**config.mk**
```make
export PLATFORM = sky130hd
export DESIGN_NAME = mem_ctrl
export DESIGN_NICKNAME = d
export VERILOG_FILES = /design/src/rtl/mem_ctrl.sv
export SDC_FILE = /design/constraint.sdc
export NUM_CORES = 1
export LEC_CHECK = 0
export BUFFER_PORTS_ARGS = -buffer_cell sky130_fd_sc_hd__buf_2
export CAP_MARGIN = 15
export CORE_UTILIZATION = 30
export DETAILED_ROUTE_END_ITERATION = 7
export GPL_TIMING_DRIVEN = 1
export PLACE_DENSITY = 0.54
export REMOVE_ABC_BUFFERS = 1
export SYNTH_ARGS = -nofsm -noshare
export SYNTH_HDL_FRONTEND = slang
export SYNTH_SLANG_ARGS = --single-unit
```
**constraint.sdc**
```tcl
create_clock -name clk_in -period 3.8 [get_ports clk_in]
set_input_delay 0.57 -clock clk_in [delete_from_list [all_inputs] [get_ports clk_in]]
set_output_delay 0.57 -clock clk_in [all_outputs]
set_load 0.05 [all_outputs]
```
**src/rtl/mem_ctrl.sv**
```systemverilog
// Byte-serial memory controller. It arbitrates the LSB (priority) against
// instruction fetch, assembles loads little-endian and splits stores into bytes.
module mem_ctrl #(
  parameter logic [31:0] IO_BASE = 32'h0003_0000
) (
  input  logic        clk_in,
  input  logic        rst_in,
  input  logic        rdy_in,
  input  logic        clr_in,
  input  logic        io_buffer_full,
  input  logic [7:0]  mem_din,
  output logic [7:0]  mem_dout,
  output logic [31:0] mem_a,
  output logic        mem_wr,
  input  logic        if_req,
  input  logic [31:0] if_addr,
  output logic        if_done,
  output logic [31:0] if_data,
  input  logic        lsb_req,
  input  logic        lsb_wr,
  input  logic [31:0] lsb_addr,
  input  logic [1:0]  lsb_len,
  input  logic        lsb_sext,
  input  logic [31:0] lsb_wdata,
  output logic        lsb_done,
  output logic [31:0] lsb_rdata,
  output logic [1:0]  dbg_state
);

  typedef enum logic [1:0] {
    S_IDLE  = 2'd0,
    S_READ  = 2'd1,
    S_WRITE = 2'd2
  } state_e;

  state_e      state_q, state_d;
  logic        lsb_sel_q, lsb_sel_d;
  logic [31:0] base_q, base_d;
  logic [2:0]  n_q, n_d;
  logic [2:0]  k_q, k_d;
  logic [31:0] wdata_q, wdata_d;
  logic        sext_q, sext_d;
  logic [31:0] buf_q, buf_d;
  logic [31:0] mem_a_q, mem_a_d;
  logic [7:0]  mem_dout_q, mem_dout_d;
  logic        if_done_q, if_done_d;
  logic        lsb_done_q, lsb_done_d;
  logic [31:0] if_data_q, if_data_d;
  logic [31:0] lsb_rdata_q, lsb_rdata_d;

  logic        stall;
  logic [2:0]  k_nx;
  logic [2:0]  cap_idx;
  logic [31:0] asm_w;
  logic [31:0] new_base;

  function automatic logic [2:0] len_to_n(input logic [1:0] len);
    case (len)
      2'd0:    len_to_n = 3'd1;
      2'd1:    len_to_n = 3'd2;
      default: len_to_n = 3'd4;
    endcase
  endfunction

  function automatic logic [31:0] extend(input logic [31:0] w, input logic [2:0] n,
                                         input logic sx);
    case (n)
      3'd1:    extend = {{24{sx & w[7]}}, w[7:0]};
      3'd2:    extend = {{16{sx & w[15]}}, w[15:0]};
      default: extend = w;
    endcase
  endfunction

  // Only the WRITE byte cycle strobes the bus; an IO store with a full buffer retries.
  assign stall     = (base_q >= IO_BASE) && io_buffer_full;
  assign mem_wr    = (state_q == S_WRITE) && rdy_in && !stall;
  assign mem_a     = mem_a_q;
  assign mem_dout  = mem_dout_q;
  assign if_done   = if_done_q;
  assign lsb_done  = lsb_done_q;
  assign if_data   = if_data_q;
  assign lsb_rdata = lsb_rdata_q;
  assign dbg_state = state_q;

  always_comb begin
    state_d     = state_q;
    lsb_sel_d   = lsb_sel_q;
    base_d      = base_q;
    n_d         = n_q;
    k_d         = k_q;
    wdata_d     = wdata_q;
    sext_d      = sext_q;
    buf_d       = buf_q;
    mem_a_d     = mem_a_q;
    mem_dout_d  = mem_dout_q;
    if_done_d   = if_done_q;
    lsb_done_d  = lsb_done_q;
    if_data_d   = if_data_q;
    lsb_rdata_d = lsb_rdata_q;

    k_nx     = k_q + 3'd1;
    cap_idx  = k_q - 3'd1;
    asm_w    = buf_q;
    asm_w[{cap_idx[1:0], 3'b000} +: 8] = mem_din;
    new_base = lsb_req ? lsb_addr : if_addr;

    if (rdy_in) begin
      if_done_d  = 1'b0;
      lsb_done_d = 1'b0;
      case (state_q)
        S_IDLE: begin
          // The cycle holding a done pulse never accepts, so a held req is not re-serviced.
          if (!clr_in && !if_done_q && !lsb_done_q && (lsb_req || if_req)) begin
            lsb_sel_d = lsb_req;
            base_d    = new_base;
            n_d       = lsb_req ? len_to_n(lsb_len) : 3'd4;
            wdata_d   = lsb_wdata;
            sext_d    = lsb_sext;
            k_d       = 3'd0;
            buf_d     = 32'd0;
            mem_a_d   = new_base;
            if (lsb_req && lsb_wr) begin
              state_d    = S_WRITE;
              mem_dout_d = lsb_wdata[7:0];
            end else begin
              state_d = S_READ;
            end
          end
        end
        S_READ: begin
          // k counts bus cycles; the byte addressed in cycle k-1 arrives in cycle k.
          if (clr_in) begin
            state_d = S_IDLE;
          end else begin
            if (k_q != 3'd0) buf_d = asm_w;
            if (k_q == n_q) begin
              state_d = S_IDLE;
              if (lsb_sel_q) begin
                lsb_done_d  = 1'b1;
                lsb_rdata_d = extend(asm_w, n_q, sext_q);
              end else begin
                if_done_d = 1'b1;
                if_data_d = asm_w;
              end
            end else begin
              k_d = k_nx;
              if (k_nx != n_q) mem_a_d = base_q + {29'd0, k_nx};
            end
          end
        end
        S_WRITE: begin
          if (!stall) begin
            if (k_nx == n_q) begin
              state_d    = S_IDLE;
              lsb_done_d = 1'b1;
            end else begin
              k_d        = k_nx;
              mem_a_d    = base_q + {29'd0, k_nx};
              mem_dout_d = wdata_q[{k_nx[1:0], 3'b000} +: 8];
            end
          end
        end
        default: state_d = S_IDLE;
      endcase
    end
  end

  always_ff @(posedge clk_in or negedge rst_in) begin
    if (!rst_in) begin
      state_q     <= S_IDLE;
      lsb_sel_q   <= 1'b0;
      base_q      <= 32'd0;
      n_q         <= 3'd0;
      k_q         <= 3'd0;
      wdata_q     <= 32'd0;
      sext_q      <= 1'b0;
      buf_q       <= 32'd0;
      mem_a_q     <= 32'd0;
      mem_dout_q  <= 8'd0;
      if_done_q   <= 1'b0;
      lsb_done_q  <= 1'b0;
      if_data_q   <= 32'd0;
      lsb_rdata_q <= 32'd0;
    end else begin
      state_q     <= state_d;
      lsb_sel_q   <= lsb_sel_d;
      base_q      <= base_d;
      n_q         <= n_d;
      k_q         <= k_d;
      wdata_q     <= wdata_d;
      sext_q      <= sext_d;
      buf_q       <= buf_d;
      mem_a_q     <= mem_a_d;
      mem_dout_q  <= mem_dout_d;
      if_done_q   <= if_done_d;
      lsb_done_q  <= lsb_done_d;
      if_data_q   <= if_data_d;
      lsb_rdata_q <= lsb_rdata_d;
    end
  end

endmodule
```
==> results.py <==
metrics = {
    "die": {
        "ioPinCount": 224,
        "dieArea_mm2": 0.0364,
        "die_x_um": 191,
        "core_area_mm2": 0.0348,
        "initial_utilization_pct": 30.8,
        "rows": 68,
        "die_h_um": 191,
    },
    "clock_tree": {
        "postCtsSetupBuffers": 0,
        "post_cts_resized": 0,
        "cts_made_buffers": 25,
        "hold_buffers": 0,
        "clk_pin_slew_ns": 0.06,
        "cts_sinks": 212,
        "cts_root_buf": "clkbuf_16",
        "clockBufferDepth": 3,
        "cts_tree": "done",
        "htreeDepth": 1,
        "clock_latency_ns": 0.52,
    },
    "synthesis": {
        "ys_async_sr_fraction_pct": 100,
        "yosysSeqAreaShare_pct": 49.6,
        "ys_top_cells_by_area": "dfrtp_1 50%, mux2_2 9.0%, mux2i_1 4.6%",
        "synth-edff-count": 0,
        "synth_area_leader_cell": "dfrtp_1",
        "synth_top_area_share_pct": 49.6,
        "postSynthCellCount": 1023,
        "ys.warnings.count": 0,
        "ys_ff_latch": 212,
        "syn_avg_cell_area_um2": 10.5,
        "ys.flop_type": "dfrtp_1",
        "synth_cell_types": 64,
        "netlist_area_mm2": 0.0107,
    },
    "setup_path": {
        "reg2reg_depth": 8,
        "cp_max_fo": 10,
        "startpoint_type": "flip-flop",
        "reg2reg_slack_ns": 0.55,
        "r2r_end": "mem_a[26]",
        "r2r_start": "k_q[1]",
        "worstPathRequired_ns": 4.24,
        "arrival_ns": 3.69,
        "path_class": "reg -> reg",
        "end_kind": "flip-flop",
    },
    "power_and_ir_drop": {
        "power.density_mw_per_mm2": 899,
        "p_leak_nw": 6.03,
        "finalPower_mw": 11.8,
        "irDropWorstVdd_mv": 0.501,
    },
    "final_layout": {
        "nets": 1357,
        "drive_gt1_share_pct": 32.2,
        "fin_util_pct": 37.7,
        "synthToLayoutAreaGrowth_pct": 22.7,
    },
    "place": {
        "hpwlAfterDp_um": 21100,
        "gp_congestion": 0.762,
        "port_buffers": 223,
    },
    "sta": {
        "setup_viol": 0,
        "tightestPinTransition_ns": 1.22,
        "finalHoldViolations": 0,
        "rsz0062_at_grt": "no",
        "slew_headroom_pct": 19.0,
        "finalMaxSlewViolations": 0,
        "min_period_over_period_pct": 85.5,
        "fmax_mhz": 308,
        "fin_tns_setup_ns": 0,
        "fin_worst_skew_ns": 0.0130,
        "min_period_ns": 3.25,
    },
    "drt": {
        "vias": 8501,
        "dr.pass1.iters": 5,
        "routed_via_density": 5.00,
        "wirelength_um": 30500,
        "drc": 0,
        "wire_per_inst_um": 17.9,
        "drt-initial-drc-count": 444,
        "antenna_left": 0,
    },
    "global_routing": {
        "grt_overflow": 0,
        "grt_pass1_vias": 8260,
        "grt_pass1_wl_um": 48000,
        "grt_max_degree": 99,
        "track_usage_pct": 16.9,
        "antenna_found_initial": 1,
    },
    "min_path": {
        "hold_class": "in -> async",
    },
    "flow_run": {
        "maxCapViolCount": 0,
    },
    "status": {
        "status": "complete, no violations",
    },
}
==> how the worst max path moves through the flow <==
stage,start,slack (ns),endpoint
floorplan,dbg_state[1],-1.38,if_data[10]
global placement,k_q[1],0.69,mem_a[26]
detailed placement,k_q[1],0.54,mem_a[26]
CTS,k_q[1],0.55,mem_a[26]
global route,k_q[1],0.35,mem_a[27]
finish,k_q[1],0.55,mem_a[26]
==> state kept, by name, summed over array words and instances, names as in the netlist, 2 cells and up <==
name / count
base_q: 32
buf_q: 32
if_data: 32
lsb_rdata: 32
mem_a: 32
wdata_q: 32
mem_dout: 8
k_q: 3
n_q: 3
dbg_state: 2
==> cell families (layout without fill, tap and decap cells) <==
| kind of cell | Yosys count | count (layout) | share of synthesized area (%) |
|---|---|---|---|
| other | 0 | 2 | 0 |
| multiplexers | 143 | 143 | 15.3 |
| buffers and inverters | 102 | 323 | 3.75 |
| adder cells (fa/ha/maj) | 13 | 13 | 1.59 |
| AND/OR/NAND/NOR | 291 | 291 | 13.6 |
| flip-flops | 212 | 212 | 49.6 |
| AO/OA/AOI/OAI | 244 | 244 | 14.6 |
| XOR/XNOR | 18 | 18 | 1.60 |
==> through the flow <==
stage	hold WS (ns)	std cells	setup slack [ns]	cell area, um2
2_1_floorplan	0.274	954	-1.38	10400
3_3_place_gp	0.456	1657	0.690	12300
3_5_place_dp	0.466	1657	0.536	12300
4_1_cts	0.113	1699	0.554	13100
5_1_grt	0.155	1699	0.351	13100
6_report	0.0968	1701	0.551	13100
==> cell usage after synthesis (all sizes together) (5+ instances only) <==
cell type	count
and3	6
mux4	8
nand2b	12
nor2b	19
nor2	68
or4	6
nor4	5
and2	12
mux2	86
a31o	7
o21ai	77
a21o	5
nand3b	6
mux2i	49
clkbuf	53
and4	9
nand4	14
inv	32
o41ai	5
a31oi	18
nor3	8
nand3	14
xor2	5
a22o	16
buf	16
o22a	16
nand2	101
xnor2	12
dfrtp	212
o21a	7
ha	12
o31ai	11
a21oi	63
==> metal layers <==
| layer | track usage [%] | up-vias | wire length, um | share of wire (%) |
|---|---|---|---|---|
| met5 | 0 | - | 0 | 0 |
| met4 | 5.11 | 0 | 882 | 2.9 |
| li1 | - | 4073 | - | - |
| met1 | 24.0 | 4142 | 14400 | 47 |
| met3 | 2.79 | 48 | 1610 | 5.3 |
| met2 | 26.0 | 238 | 13600 | 45 |
==> worst max-delay path: stages, from the launching register on <==
cell      delay, ns
dfrtp_1        0.43
inv_1          0.11
ha_1           0.58
fa_1           0.32
a21oi_1        0.17
nor4_2         0.88
a311oi_1       0.22
a211o_1        0.32
o21ai_0        0.13
==> cell type report <==
| type | count | area (um2) |
|---|---|---|
| timing repair buffer | 248 | 1330 |
| antenna | 2 | 5.00 |
| clock buffer | 39 | 758 |
| tap | 455 | 569 |
| multi-input combinational | 709 | 5020 |
| inverter | 33 | 124 |
| clock inverter | 3 | 21.3 |
| fill | 3505 | 21700 |
| sequential | 212 | 5310 |
==> cells in the final DEF, fill, tap and decap left out, types with 9 or more instances in the layout <==
cell,instances
o31ai_1,11
mux2_2,86
xnor2_1,12
dfrtp_1,212
buf_2,222
o21ai_0,77
nor2_1,67
nand2_1,101
clkbuf_16,25
nand3_1,14
nor2b_1,19
and4_1,9
nand4_1,14
buf_4,24
mux2i_1,49
a31oi_1,18
a21oi_1,61
a22o_1,16
inv_1,32
nand2b_1,12
and2_1,11
o22a_1,16
ha_1,12
==> report_power, final <==
group	total, mW	switching (mW)	internal [mW]
registers	3.82	0.677	3.15
clock network	2.30	0.944	1.36
logic	5.68	3.73	1.96
Note: power is estimated with default switching activity, not from simulation.
